$ cat src/rtl/matrix_pkg.sv
// Shared definitions for the matrix row packer and any reader of the packed rows:
// default geometry, the load-sequencer state type and the element lane placement.
package matrix_pkg;

    localparam int ELEM_W_DEF   = 8;
    localparam int MAX_ROWS_DEF = 32;
    localparam int MAX_COLS_DEF = 32;

    typedef enum logic [1:0] {
        IDLE  = 2'd0,
        LOAD  = 2'd1,
        FLUSH = 2'd2,
        DONE  = 2'd3
    } state_e;

    // Column 0 sits in the most significant lane of a packed row.
    function automatic int lane_lsb(input int col, input int max_cols, input int elem_w);
        return (max_cols - 1 - col) * elem_w;
    endfunction

endpackage

$ cat src/rtl/matrix_row_packer.sv
// Gathers (row, col)-tagged matrix elements into full-width rows and writes
// each completed row to the matrix BRAM at the row's address.
module matrix_row_packer
    import matrix_pkg::*;
#(
    parameter int ELEM_W   = ELEM_W_DEF,
    parameter int MAX_ROWS = MAX_ROWS_DEF,
    parameter int MAX_COLS = MAX_COLS_DEF,
    localparam int RW  = $clog2(MAX_ROWS),
    localparam int CW  = $clog2(MAX_COLS),
    localparam int NRW = RW + 1,
    localparam int NCW = CW + 1,
    localparam int DW  = MAX_COLS * ELEM_W
) (
    input  logic              inter_refclk,
    input  logic              rst,
    input  logic              start,
    input  logic [NRW-1:0]    n_rows,
    input  logic [NCW-1:0]    n_cols,
    input  logic              in_valid,
    output logic              in_ready,
    input  logic [RW-1:0]     row_addr,
    input  logic [CW-1:0]     col_addr,
    input  logic [ELEM_W-1:0] elem,
    output logic              wr_en,
    output logic [RW-1:0]     wr_addr,
    output logic [DW-1:0]     wr_data,
    output logic              busy,
    output logic              done,
    output logic              err
);

    localparam logic [NRW-1:0] MAX_ROWS_V = NRW'(MAX_ROWS);
    localparam logic [NCW-1:0] MAX_COLS_V = NCW'(MAX_COLS);

    state_e            state_q;
    logic [NRW-1:0]    n_rows_q;
    logic [NCW-1:0]    n_cols_q;
    logic [RW-1:0]     cur_row_q;
    logic [DW-1:0]     buf_q;
    logic [DW-1:0]     buf_d;
    logic [MAX_COLS-1:0] mask_q;
    logic [MAX_COLS-1:0] mask_d;
    logic [NCW-1:0]    cnt_q;
    logic [NCW-1:0]    cnt_d;
    logic              in_ready_q;
    logic              wr_en_q;
    logic [RW-1:0]     wr_addr_q;
    logic [DW-1:0]     wr_data_q;
    logic              busy_q;
    logic              done_q;
    logic              err_q;

    logic accept_s;
    logic hit_s;
    logic miss_s;
    logic row_full_s;
    logic last_row_s;
    logic cfg_bad_s;

    // Element classification, lane insertion and completion detection.
    always_comb begin
        accept_s = in_valid && in_ready_q;
        hit_s    = accept_s
                   && (row_addr == cur_row_q)
                   && ({1'b0, col_addr} < n_cols_q)
                   && !mask_q[col_addr];
        miss_s   = accept_s && !hit_s;
        buf_d    = buf_q;
        mask_d   = mask_q;
        cnt_d    = cnt_q;
        if (hit_s) begin
            buf_d[lane_lsb(int'(col_addr), MAX_COLS, ELEM_W) +: ELEM_W] = elem;
            mask_d[col_addr] = 1'b1;
            cnt_d            = cnt_q + NCW'(1);
        end else begin
            buf_d  = buf_q;
            mask_d = mask_q;
            cnt_d  = cnt_q;
        end
        // A hit can only raise the count, so the row is full the moment the count reaches n_cols.
        row_full_s = hit_s && (cnt_d == n_cols_q);
        last_row_s = ({1'b0, cur_row_q} == (n_rows_q - NRW'(1)));
        cfg_bad_s  = (n_rows == {NRW{1'b0}}) || (n_cols == {NCW{1'b0}})
                     || (n_rows > MAX_ROWS_V) || (n_cols > MAX_COLS_V);
    end

    // Load sequencer with registered handshake and BRAM write outputs.
    always_ff @(posedge inter_refclk) begin
        if (rst) begin
            state_q    <= IDLE;
            n_rows_q   <= {NRW{1'b0}};
            n_cols_q   <= {NCW{1'b0}};
            cur_row_q  <= {RW{1'b0}};
            buf_q      <= {DW{1'b0}};
            mask_q     <= {MAX_COLS{1'b0}};
            cnt_q      <= {NCW{1'b0}};
            in_ready_q <= 1'b0;
            wr_en_q    <= 1'b0;
            wr_addr_q  <= {RW{1'b0}};
            wr_data_q  <= {DW{1'b0}};
            busy_q     <= 1'b0;
            done_q     <= 1'b0;
            err_q      <= 1'b0;
        end else begin
            case (state_q)
                IDLE: begin
                    wr_en_q <= 1'b0;
                    done_q  <= 1'b0;
                    if (start) begin
                        if (cfg_bad_s) begin
                            err_q <= 1'b1;
                        end else begin
                            n_rows_q   <= n_rows;
                            n_cols_q   <= n_cols;
                            err_q      <= 1'b0;
                            cur_row_q  <= {RW{1'b0}};
                            buf_q      <= {DW{1'b0}};
                            mask_q     <= {MAX_COLS{1'b0}};
                            cnt_q      <= {NCW{1'b0}};
                            in_ready_q <= 1'b1;
                            busy_q     <= 1'b1;
                            state_q    <= LOAD;
                        end
                    end
                end
                LOAD: begin
                    if (miss_s) begin
                        err_q <= 1'b1;
                    end
                    // The completing element is folded in directly so FLUSH presents the whole row.
                    if (row_full_s) begin
                        wr_en_q    <= 1'b1;
                        wr_addr_q  <= cur_row_q;
                        wr_data_q  <= buf_d;
                        buf_q      <= {DW{1'b0}};
                        mask_q     <= {MAX_COLS{1'b0}};
                        cnt_q      <= {NCW{1'b0}};
                        in_ready_q <= 1'b0;
                        state_q    <= FLUSH;
                    end else begin
                        buf_q  <= buf_d;
                        mask_q <= mask_d;
                        cnt_q  <= cnt_d;
                    end
                end
                FLUSH: begin
                    wr_en_q <= 1'b0;
                    if (last_row_s) begin
                        done_q  <= 1'b1;
                        state_q <= DONE;
                    end else begin
                        cur_row_q  <= cur_row_q + RW'(1);
                        in_ready_q <= 1'b1;
                        state_q    <= LOAD;
                    end
                end
                DONE: begin
                    done_q  <= 1'b0;
                    busy_q  <= 1'b0;
                    state_q <= IDLE;
                end
                default: begin
                    in_ready_q <= 1'b0;
                    wr_en_q    <= 1'b0;
                    busy_q     <= 1'b0;
                    done_q     <= 1'b0;
                    state_q    <= IDLE;
                end
            endcase
        end
    end

    assign in_ready = in_ready_q;
    assign wr_en    = wr_en_q;
    assign wr_addr  = wr_addr_q;
    assign wr_data  = wr_data_q;
    assign busy     = busy_q;
    assign done     = done_q;
    assign err      = err_q;

endmodule

$ cat config.mk
export PLATFORM = sky130hd
export DESIGN_NAME = matrix_row_packer
export DESIGN_NICKNAME = d
export VERILOG_FILES = /design/src/rtl/matrix_pkg.sv /design/src/rtl/matrix_row_packer.sv
export SDC_FILE = /design/constraint.sdc
export NUM_CORES = 1
export LEC_CHECK = 0
export BUFFER_PORTS_ARGS = -buffer_cell sky130_fd_sc_hd__clkbuf_2
export CELL_PAD_IN_SITES_DETAIL_PLACEMENT = 2
export CELL_PAD_IN_SITES_GLOBAL_PLACEMENT = 2
export CORE_ASPECT_RATIO = 1.5
export CORE_MARGIN = 2
export CORE_UTILIZATION = 40
export CTS_BUF_LIST = sky130_fd_sc_hd__clkbuf_4 sky130_fd_sc_hd__clkbuf_8
export DETAILED_ROUTE_END_ITERATION = 8
export PLACE_DENSITY = 0.91
export SLEW_MARGIN = 20
export SYNTH_ARGS = -nofsm -noshare
export SYNTH_HDL_FRONTEND = slang
export SYNTH_SLANG_ARGS = --single-unit
$ cat constraint.sdc
create_clock -name inter_refclk -period 7.1 [get_ports inter_refclk]
set_input_delay 1.42 -clock inter_refclk [delete_from_list [all_inputs] [get_ports inter_refclk]]
set_output_delay 1.42 -clock inter_refclk [all_outputs]
set_load 0.02 [all_outputs]
==> flow_summary.yaml <==
outcome:
  status: "finished, final reports clean"
die:
  rows: 117
  coreArea_um2: 68100
  io_pins: 300
  die_area_um2: 71100
  die_w_um: 218
  die_h_um: 326
  start_util_pct: 40.5
route:
  first_pass_iters: 6
  ant_nets: 0
  wl_per_cell_um: 32.5
  vias: 29213
  viasPerCell: 6.70
  drc_errors: 0
  wl_um: 142000
  drtIter0Drc: 2553
critical_path:
  r2r_slack_ns: 2.11
  max_stage_delay_ns: 0.92
  r2r_cells: 9
  reg2reg_from: "cnt_q[0]"
  worstSetupEndpointType: "flop"
  crit_path_frequent_cell: "ha_1"
  r2r-end: "wr_data[183]"
  start_kind: "input port"
  cp_slowest_cell: "nor4_2"
  worstPathRequired_ns: 7.67
  path_class: "input port to flop"
  critPathArrivalTime_ns: 6.71
  worstPathCellList: "clkbuf_2, ha_1, and3_1, ha_1, inv_2, nand2_4, nor4_2, nor3b_4, nand2_1, a311oi_1"
  critical_path.max_fanout: 23
synthesis:
  ys_ff_latch: 579
  synth_area_leaders: "dfxtp_1, nand2_1, nor2_1"
  synth.yosys.seq_area_share_pct: 42.0
  synth_top_area_share_pct: 42.0
  async_reset_ff_share_pct: 0
  syn-instance-count: 3270
  syn_nets: 3321
  yosysMostFrequentCell: "dfxtp_1"
  synth_edf_count: 0
  synth_cell_types: 90
  yosys.area.top_type: "dfxtp_1"
  ys.flop_type: "dfxtp_1"
  synth_warnings: 0
  syn_area_per_cell_um2: 8.43
  syn_area_um2: 27600
  yosys-top-cells-count: "dfxtp_1, nand2_1, nor2_1"
clocking:
  cts_buffer_depth: 3
  h-tree-depth: 3
  clk_latency_ns: 0.77
  postCtsSetupRepairBufs: 0
  cts_sinks: 579
  cts_tree: "yes"
  cts_hold_buf: 0
  cts_root_buffer: "clkbuf_8"
  cts_made_buffers: 91
  cts.clk_slew.worst_paths_ns: 0.08
  post_cts_resized: 0
timing:
  tightest_slew_ns: 1.21
  slew_headroom_pct: 18.9
  setup_viol: 0
  final.min_clock_period_ns: 6.14
  fin_skew_ns: 0.0673
  fin_crit_sh_pct: 86.5
  setup_tns_ns: 0
  slew_violations: 0
  fmax_mhz: 163
  rsz0062_at_grt: "no"
  hold_violations: 0
placement:
  io_buffers: 299
  place.detailed.hpwl_um: 81800
  gp_congestion: 0.919
grt:
  grt_use_total_pct: 37.4
  grt_pass1_wl_um: 204000
  antenna_found_initial: 7
  grt_pass1_vias: 31504
  gr-total-overflow: 0
  grt_max_degree: 156
hold_path:
  hold_start: "buf_q[140]"
  hp-class: "flop to flop"
  holdPathStages: 2
  holdPathEnd: "buf_q[140]"
cells_and_area:
  area_delta_synth_final_pct: 14.6
  layout-drive-gt1-share_pct: 19.1
  utilization_pct: 46.4
  nNetsFinal: 3449
power:
  peakVddDrop_v: 0.000166
  p_leak_uw: 0.0102
  powerDensity_nw_per_um2: 244
run:
  maxCapViolCount: 0
-- registers in the layout (all words and copies together), names as in the netlist, 2 cells and up --
| register | flops |
|---|---|
| wr_addr | 5 |
| cur_row_q | 5 |
| n_cols_q | 6 |
| n_rows_q | 6 |
| state_q | 2 |
| cnt_q | 6 |
| mask_q | 32 |
| buf_q | 256 |
| wr_data | 256 |
-- logic make-up after synthesis --
kind of cell	Yosys count	synth area share, %
and+or+nand+nor	1394	24.6
AOI/OAI and AO/OA	793	21.9
DFF	579	42.0
buffers and inverters	336	5.24
muxes	127	4.69
xor gates and xnor gates	24	0.790
adders and majority gates	17	0.771
-- worst max-delay path, delay by kind of cell --
family | cells | cell delay [ns]
adders and majority gates | 2 | 1.30
and+or+nand+nor | 5 | 2.39
AOI/OAI and AO/OA | 1 | 0.63
buffers and inverters | 2 | 0.92
-- through the flow --
stage	setup slack [ns]	instance area (um2)	hold slack (ns)	std cells	total power (uW)
after floorplan	2.83	27600	0.425	3270	3990
after global placement	1.12	29400	0.434	4193	4290
after detailed placement	0.905	29400	0.450	4193	4340
after CTS	1.40	31400	0.468	4355	7600
after global routing	0.967	31600	0.489	4360	7880
final	0.960	31600	0.467	4363	7700
-- where the power goes --
part / internal (uW) / leakage (uW) / switching [uW]
clock: 1750 / 0.00106 / 1560
combinational: 197 / 0.00449 / 903
sequential: 3260 / 0.00466 / 24.2
total: 5210 / 0.0102 / 2490
-- cell type report --
class | count | area, um2
Tap cell | 892 | 1120
Fill cell | 7389 | 36500
Clock inverter | 26 | 295
Timing Repair Buffer | 354 | 2080
Clock buffer | 136 | 1730
Multi-Input combinational cell | 2355 | 14700
Antenna cell | 4 | 10.0
Inverter | 17 | 63.8
Sequential cell | 579 | 11600
-- layer usage --
metal | vias to the layer above | GRT usage, % | routed length (um)
li1 | 12132 | - | -
met1 | 14618 | 40.6 | 50200
met2 | 1745 | 62.9 | 68500
met3 | 712 | 8.90 | 11200
met4 | 6 | 27.7 | 11900
met5 | - | 0 | 36
-- how the worst max path moves through the flow --
stage	from	endpoint	slack, ns	depth (start not counted)
4_1_cts	col_addr[1]	wr_data[125]	1.40	9
2_1_floorplan	col_addr[0]	buf_q[216]	2.83	13
5_1_grt	col_addr[1]	wr_data[248]	0.97	10
3_3_place_gp	col_addr[1]	buf_q[154]	1.12	9
6_report	col_addr[1]	wr_data[248]	0.96	10
3_5_place_dp	col_addr[1]	wr_data[125]	0.90	9
-- placed cells by master (no fill, tap or decap), types with 47 or more instances in the layout --
cell and count:
a311oi_1 127, nor2_1 380, a211oi_2 57, a32oi_1 91, and2_1 153, a21oi_1 155, clkbuf_8 114, mux2i_1 118
nand2_1 432, a211oi_1 61, dfxtp_1 579, clkbuf_2 298, a31oi_1 47, nand3_1 220, o21ai_1 82
Power figures use the tool's default switching activity.
